==> src/rtl/mem_access_stage_if.sv <==
// RAM-side bus of the memory-access stage: one byte per cycle, synchronous read.
//   master (stage): drives ram_addr / ram_wr / ram_dout, receives ram_din
//   slave  (RAM)  : receives address/strobe/write byte, returns ram_din one cycle later
interface mem_access_stage_if;
  logic [31:0] ram_addr;
  logic        ram_wr;
  logic [7:0]  ram_dout;
  logic [7:0]  ram_din;

  modport master (output ram_addr, output ram_wr, output ram_dout, input ram_din);
  modport slave  (input ram_addr, input ram_wr, input ram_dout, output ram_din);
endinterface

==> src/rtl/mem_access_stage.sv <==
// Memory-access stage: byte-serial loads/stores over a byte-wide synchronous RAM.
//   clk, rst         : clock, synchronous active-high reset (forces all outputs to 0)
//   mem_*            : EX/MEM register outputs, held stable by the stall during an access
//   ram              : RAM bus (address, write strobe, write byte, read byte)
//   wb_*             : write-back triple to MEM/WB
//   stallreq_mem     : freezes EX/MEM and earlier stages while an access is in flight
// Non-memory ops pass straight through combinationally.
module mem_access_stage (
  input  logic                      clk,
  input  logic                      rst,
  input  logic [4:0]                mem_wd,
  input  logic                      mem_wreg,
  input  logic [31:0]               mem_wdata,
  input  logic [6:0]                mem_op,
  input  logic [2:0]                mem_funct3,
  input  logic [31:0]               mem_mem_addr,
  input  logic [31:0]               mem_reg,
  mem_access_stage_if.master        ram,
  output logic [4:0]                wb_wd,
  output logic                      wb_wreg,
  output logic [31:0]               wb_wdata,
  output logic                      stallreq_mem
);

  localparam int unsigned CNT_W    = 3;
  localparam logic [6:0]  OP_LOAD  = 7'b0000011;
  localparam logic [6:0]  OP_STORE = 7'b0100011;

  typedef enum logic [1:0] {IDLE, LOAD, STORE, DONE} state_t;

  state_t           state_q, state_d;
  logic [CNT_W-1:0] cnt_q, cnt_d;
  logic [CNT_W-1:0] n_q, n_d;
  logic             sgn_q, sgn_d;
  logic [31:0]      ld_buf_q, ld_buf_d;

  logic [CNT_W-1:0] size_c;
  logic             sgn_c, ld_ok_c, st_ok_c, is_ld_c, is_st_c;
  logic [1:0]       byte_idx_c;
  logic [31:0]      ld_ext_c;
  logic [31:0]      ram_addr_c;
  logic             ram_wr_c;
  logic [7:0]       ram_dout_c;

  // Access size / signedness from funct3; size 0 marks an unsupported encoding.
  always_comb begin
    size_c  = '0;
    sgn_c   = 1'b0;
    st_ok_c = 1'b0;
    case (mem_funct3)
      3'b000:  begin size_c = 3'd1; sgn_c = 1'b1; st_ok_c = 1'b1; end
      3'b001:  begin size_c = 3'd2; sgn_c = 1'b1; st_ok_c = 1'b1; end
      3'b010:  begin size_c = 3'd4; st_ok_c = 1'b1; end
      3'b100:  begin size_c = 3'd1; end
      3'b101:  begin size_c = 3'd2; end
      default: begin size_c = '0; end
    endcase
    ld_ok_c = (size_c != '0);
    is_ld_c = (mem_op == OP_LOAD);
    is_st_c = (mem_op == OP_STORE);
  end

  // Sign/zero extension of the assembled load word.
  always_comb begin
    ld_ext_c = ld_buf_q;
    if (n_q == 3'd1) begin
      ld_ext_c = sgn_q ? {{24{ld_buf_q[7]}}, ld_buf_q[7:0]} : {24'd0, ld_buf_q[7:0]};
    end else if (n_q == 3'd2) begin
      ld_ext_c = sgn_q ? {{16{ld_buf_q[15]}}, ld_buf_q[15:0]} : {16'd0, ld_buf_q[15:0]};
    end
  end

  always_ff @(posedge clk) begin
    if (rst) begin
      state_q  <= IDLE;
      cnt_q    <= '0;
      n_q      <= '0;
      sgn_q    <= 1'b0;
      ld_buf_q <= '0;
    end else begin
      state_q  <= state_d;
      cnt_q    <= cnt_d;
      n_q      <= n_d;
      sgn_q    <= sgn_d;
      ld_buf_q <= ld_buf_d;
    end
  end

  // Next state and all outputs.
  always_comb begin
    state_d      = state_q;
    cnt_d        = cnt_q;
    n_d          = n_q;
    sgn_d        = sgn_q;
    ld_buf_d     = ld_buf_q;
    ram_addr_c   = '0;
    ram_wr_c     = 1'b0;
    ram_dout_c   = '0;
    stallreq_mem = 1'b0;
    wb_wd        = '0;
    wb_wreg      = 1'b0;
    wb_wdata     = '0;
    // cnt is 1..N in LOAD; byte k-1 arrives in cycle k (N=4 wraps to index 3)
    byte_idx_c   = 2'(cnt_q - 3'd1);

    case (state_q)
      IDLE: begin
        if (is_ld_c && ld_ok_c) begin
          stallreq_mem = 1'b1;
          ram_addr_c   = mem_mem_addr;
          n_d          = size_c;
          sgn_d        = sgn_c;
          cnt_d        = 3'd1;
          ld_buf_d     = '0;
          state_d      = LOAD;
        end else if (is_st_c && st_ok_c) begin
          stallreq_mem = 1'b1;
          ram_wr_c     = 1'b1;
          ram_addr_c   = mem_mem_addr;
          ram_dout_c   = mem_reg[7:0];
          n_d          = size_c;
          cnt_d        = (size_c > 3'd1) ? 3'd1 : 3'd0;
          state_d      = (size_c > 3'd1) ? STORE : DONE;
        end else begin
          // Unsupported load/store encodings complete here without a register write.
          wb_wd    = mem_wd;
          wb_wreg  = (is_ld_c || is_st_c) ? 1'b0 : mem_wreg;
          wb_wdata = mem_wdata;
        end
      end
      LOAD: begin
        stallreq_mem = 1'b1;
        if (cnt_q < n_q) ram_addr_c = mem_mem_addr + 32'(cnt_q);
        ld_buf_d[{byte_idx_c, 3'b000} +: 8] = ram.ram_din;
        if (cnt_q == n_q) begin
          cnt_d   = '0;
          state_d = DONE;
        end else begin
          cnt_d = cnt_q + 3'd1;
        end
      end
      STORE: begin
        stallreq_mem = 1'b1;
        ram_wr_c     = 1'b1;
        ram_addr_c   = mem_mem_addr + 32'(cnt_q);
        ram_dout_c   = 8'(mem_reg >> {cnt_q[1:0], 3'b000});
        if (cnt_q == n_q - 3'd1) begin
          cnt_d   = '0;
          state_d = DONE;
        end else begin
          cnt_d = cnt_q + 3'd1;
        end
      end
      DONE: begin
        state_d = IDLE;
        if (is_ld_c) begin
          wb_wd    = mem_wd;
          wb_wreg  = mem_wreg;
          wb_wdata = ld_ext_c;
        end
      end
      default: begin
        state_d = IDLE;
      end
    endcase

    // Reset silences every output in the same cycle, aborting any access.
    if (rst) begin
      ram_addr_c   = '0;
      ram_wr_c     = 1'b0;
      ram_dout_c   = '0;
      stallreq_mem = 1'b0;
      wb_wd        = '0;
      wb_wreg      = 1'b0;
      wb_wdata     = '0;
    end
  end

  assign ram.ram_addr = ram_addr_c;
  assign ram.ram_wr   = ram_wr_c;
  assign ram.ram_dout = ram_dout_c;

endmodule

==> src/flat_wrapper.sv <==
// flat-port wrapper written by rule: the top's interface ports become plain ports
module mem_access_stage_flat 
  (clk, rst, mem_wd, mem_wreg, mem_wdata, mem_op, mem_funct3, mem_mem_addr, mem_reg, wb_wd, wb_wreg, wb_wdata, stallreq_mem, ram_ram_addr, ram_ram_wr, ram_ram_dout, ram_ram_din);
  mem_access_stage_if ram_i ();
  input  logic clk;
  input  logic rst;
  input  logic [4:0] mem_wd;
  input  logic mem_wreg;
  input  logic [31:0] mem_wdata;
  input  logic [6:0] mem_op;
  input  logic [2:0] mem_funct3;
  input  logic [31:0] mem_mem_addr;
  input  logic [31:0] mem_reg;
  output logic [4:0] wb_wd;
  output logic wb_wreg;
  output logic [31:0] wb_wdata;
  output logic stallreq_mem;
  output wire logic [$bits(ram_i.ram_addr)-1:0] ram_ram_addr;
  output wire logic [$bits(ram_i.ram_wr)-1:0] ram_ram_wr;
  output wire logic [$bits(ram_i.ram_dout)-1:0] ram_ram_dout;
  input wire logic [$bits(ram_i.ram_din)-1:0] ram_ram_din;
  assign ram_ram_addr = ram_i.ram_addr;
  assign ram_ram_wr = ram_i.ram_wr;
  assign ram_ram_dout = ram_i.ram_dout;
  assign ram_i.ram_din = ram_ram_din;
  mem_access_stage u_core (.clk(clk), .rst(rst), .mem_wd(mem_wd), .mem_wreg(mem_wreg), .mem_wdata(mem_wdata), .mem_op(mem_op), .mem_funct3(mem_funct3), .mem_mem_addr(mem_mem_addr), .mem_reg(mem_reg), .ram(ram_i), .wb_wd(wb_wd), .wb_wreg(wb_wreg), .wb_wdata(wb_wdata), .stallreq_mem(stallreq_mem));
endmodule
==> config.mk <==
export PLATFORM = sky130hd
export DESIGN_NAME = mem_access_stage_flat
export DESIGN_NICKNAME = d
export VERILOG_FILES = /design/src/rtl/mem_access_stage_if.sv /design/src/rtl/mem_access_stage.sv /design/src/flat_wrapper.sv
export SDC_FILE = /design/constraint.sdc
export NUM_CORES = 1
export LEC_CHECK = 0
export CAP_MARGIN = 15
export CORE_MARGIN = 1
export CORE_UTILIZATION = 30
export DETAILED_ROUTE_END_ITERATION = 16
export PLACE_DENSITY = 0.65
export SLEW_MARGIN = 20
export SYNTH_ARGS = -nofsm -noshare
export SYNTH_HDL_FRONTEND = slang
export SYNTH_SLANG_ARGS = --single-unit
==> constraint.sdc <==
create_clock -name clk -period 3.3 [get_ports clk]
set_input_delay 0.825 -clock clk [delete_from_list [all_inputs] [get_ports clk]]
set_output_delay 0.825 -clock clk [all_outputs]
set_load 0.05 [all_outputs]
==> run summary <==
Outcome: finished, violations left
Failing checks: setup timing
H-tree depth: 2
Synth Flop Type: dfxtp_1
Pleak: 3.61 nW
CP delay by family, top: simple AND/OR/NAND/NOR gates
CTS tree: yes
Most common cell after layout, fill and taps aside: buf_4
Clock Latency Late Sink: 0.28 ns
WP data arrival: 2.65 ns
Iteration-0 DRC Markers: 337
Critical-path cell list: buf_8, ha_4, inv_2, fa_2, nand2b_4, buf_6, a21oi_4, nand3_4, or4_4, nand3_4, buf_8
Ranking of synthesized cells by area: dfxtp_1 (20%), a21oi_1 (8.5%), nand3_1 (5.6%)
Area grow syn2layout: 127%
Die height: 120 um
Worst Clk Skew: 0.00523 ns
Final Critical Period: 3.48 ns
Port Buffers: 201
# IOs: 202
FFs w/ async S/R, synth: 0
Commonest non-fill, non-tap cells in the layout: buf_4 (128), clkdlybuf4s50_1 (86), buf_12 (60)
CP Capture Type: output port
First-pass DRT Iterations: 5
CTS buffer count: 5
Slew margin rel.: 0.430
Core ar.: 13400 um2
Max_cap viols: 0
Final core utilization: 0.707
Class of the worst hold path: flip-flop to flip-flop
#FFs+latches synth: 41
Synthesized Nets: 721
Count of cell types in the netlist: 70
Critical path class: input pin to output port
Initial antenna violation count: 1
F_max: 0.288 GHz
GRT overflow: 0
Crit path largest cell delay: 0.44 ns
Dpl ws: -0.702 ns
Drt wl/cell: 17.5 um
Nets: 1042
Mean Syn Cell Area: 7.19 um2
Layout cell share with drive strength beyond 1: 0.484
Routed WL: 18900 um
EDFF count, synth: 0
Post-synth top area share: 0.197
Pwr dens: 348 nW/um2
Smallest setup slack after layout: -0.178 ns
Fin. max-slew vios: 0
Hold WS: 0.470 ns
Startpoint Class: input pin
Clock Path Buffers: 2
Worst Tran Pin Value: 0.849 ns
Warnings, synthesis: 0
GR Util All Layers: 0.254
Die width: 120 um
Num rows: 42
Gpl congestion: 0.890
Worst vdd ir: 0.240 mV
Global-route wire length before repair: 29700 um
Cell count after synthesis: 580
CTS clk-pin slew, worst paths: 0.06 ns
Starting density of the core: 0.311
Mapped Area: 4170 um2
Root Driver: clkbuf_16
Cts hold-fix bufs: 0
Final hold vios: 0
Final setup viols: 22
Crit-path max FO: 5
Largest net degree at the start of global routing: 34
Routed vias/inst: 5.46
Die area: 14400 um2
CTS Sinks: 41
Fin cells: 1079
Vias: 5887
Total power: 3.30 mW
CP max stage cell: or4_4
DP Cell Count: 1034
Buf/Inv on CP: 4
CP required: 2.47 ns
Routed Antenna Nets: 0
Period utilisation layout: 1.05
Drt drc: 0
Sequential share of the synthesized area: 0.197
Number of global-route vias before repair: 6055
DP HPWL: 14000 um
Cell taking the most area after synthesis: dfxtp_1
RSZ-0062 raised after global routing: true
[per-stage QoR]
step | area, um2 | TNS (ns)
after floorplan | 4740 | -0.998
after global placement | 8190 | -24.87
after detailed placement | 8190 | -28.95
after CTS | 9250 | -2.66
after global routing | 9470 | -3.41
final | 9470 | -1.95
[state kept, by name, indices dropped and copies added, names as in the netlist]
| register | cells |
|---|---|
| u_core.n_q | 3 |
| u_core.ld_buf_q | 32 |
| u_core.sgn_q | 1 |
| u_core.cnt_q | 3 |
| u_core.state_q | 2 |
[synthesized netlist by cell type (all sizes together), types with 8 or more instances]
library cell / number
a21o: 10
a21oi: 71
a22o: 10
a22oi: 17
a31oi: 16
and2: 9
buf: 15
clkbuf: 20
dfxtp: 41
ha: 18
inv: 18
mux4: 8
nand2: 54
nand2b: 32
nand3: 48
nor2: 49
nor3: 9
o21ai: 41
[layout make-up]
type                    count  area, um2
repair buffers            349       3810
flip-flops and latches     41        825
inverters                  18       71.3
fillers                  1001       3930
clock inverters             2       37.5
multi-input cells         486       4360
diodes                      1       2.50
clock buffers               6        139
well taps                 176        220
[layer usage]
metal / global-route usage / routed length [um] / part of all wire / vias up
met5: 0 / 0 / 0 / -
met4: 0.0781 / 478 / 0.025 / 0
met2: 0.450 / 9610 / 0.51 / 221
li1: - / - / - / 2804
met1: 0.311 / 7730 / 0.41 / 2826
met3: 0.0404 / 1060 / 0.056 / 36
[worst min-delay path, cell delays in order, from the launching register on]
cell,delay [ns]
dfxtp_1,0.31
nand2b_1,0.06
a21oi_1,0.05
[power by group]
group          internal, mW  switching, mW  total [mW]  leakage (nW)
sequential            0.504         0.0118       0.516         0.332
clock                 0.377          0.194       0.572        0.0831
combinational         0.998           1.21        2.21          3.20
total                  1.88           1.42        3.30          3.61
[final timing paths]
kind / start / depth (start not counted) / to / slack (ns)
worst min-delay path: u_core.ld_buf_q[23] / 2 / u_core.ld_buf_q[23] / 0.47
worst min register to register: u_core.ld_buf_q[23] / 2 / u_core.ld_buf_q[23] / 0.47
worst max register to register: u_core.cnt_q[0] / 6 / u_core.ld_buf_q[17] / 1.08
worst max-delay path: mem_mem_addr[0] / 11 / ram_ram_addr[30] / -0.18
[repair_timing]
item	CTS	global route
pin swaps	69	38
gates cloned	3	0
endpoints found under the hold margin	0	0
buffers inserted	24	15
endpoints found under the setup margin	79	67
resized for setup	219	57
[cells by family (layout without fill, tap and decap cells)]
family,count (synthesis),in the layout,synth area share
adders and majority gates,19,19,0.0588
DFF,41,41,0.197
and+or+nand+nor,248,248,0.313
buffers and inverters,53,375,0.0534
other,0,1,0
AOI/OAI and AO/OA,207,207,0.322
xor gates and xnor gates,2,2,0.00750
muxes,10,10,0.0483
(Power assumes the default switching activity.)
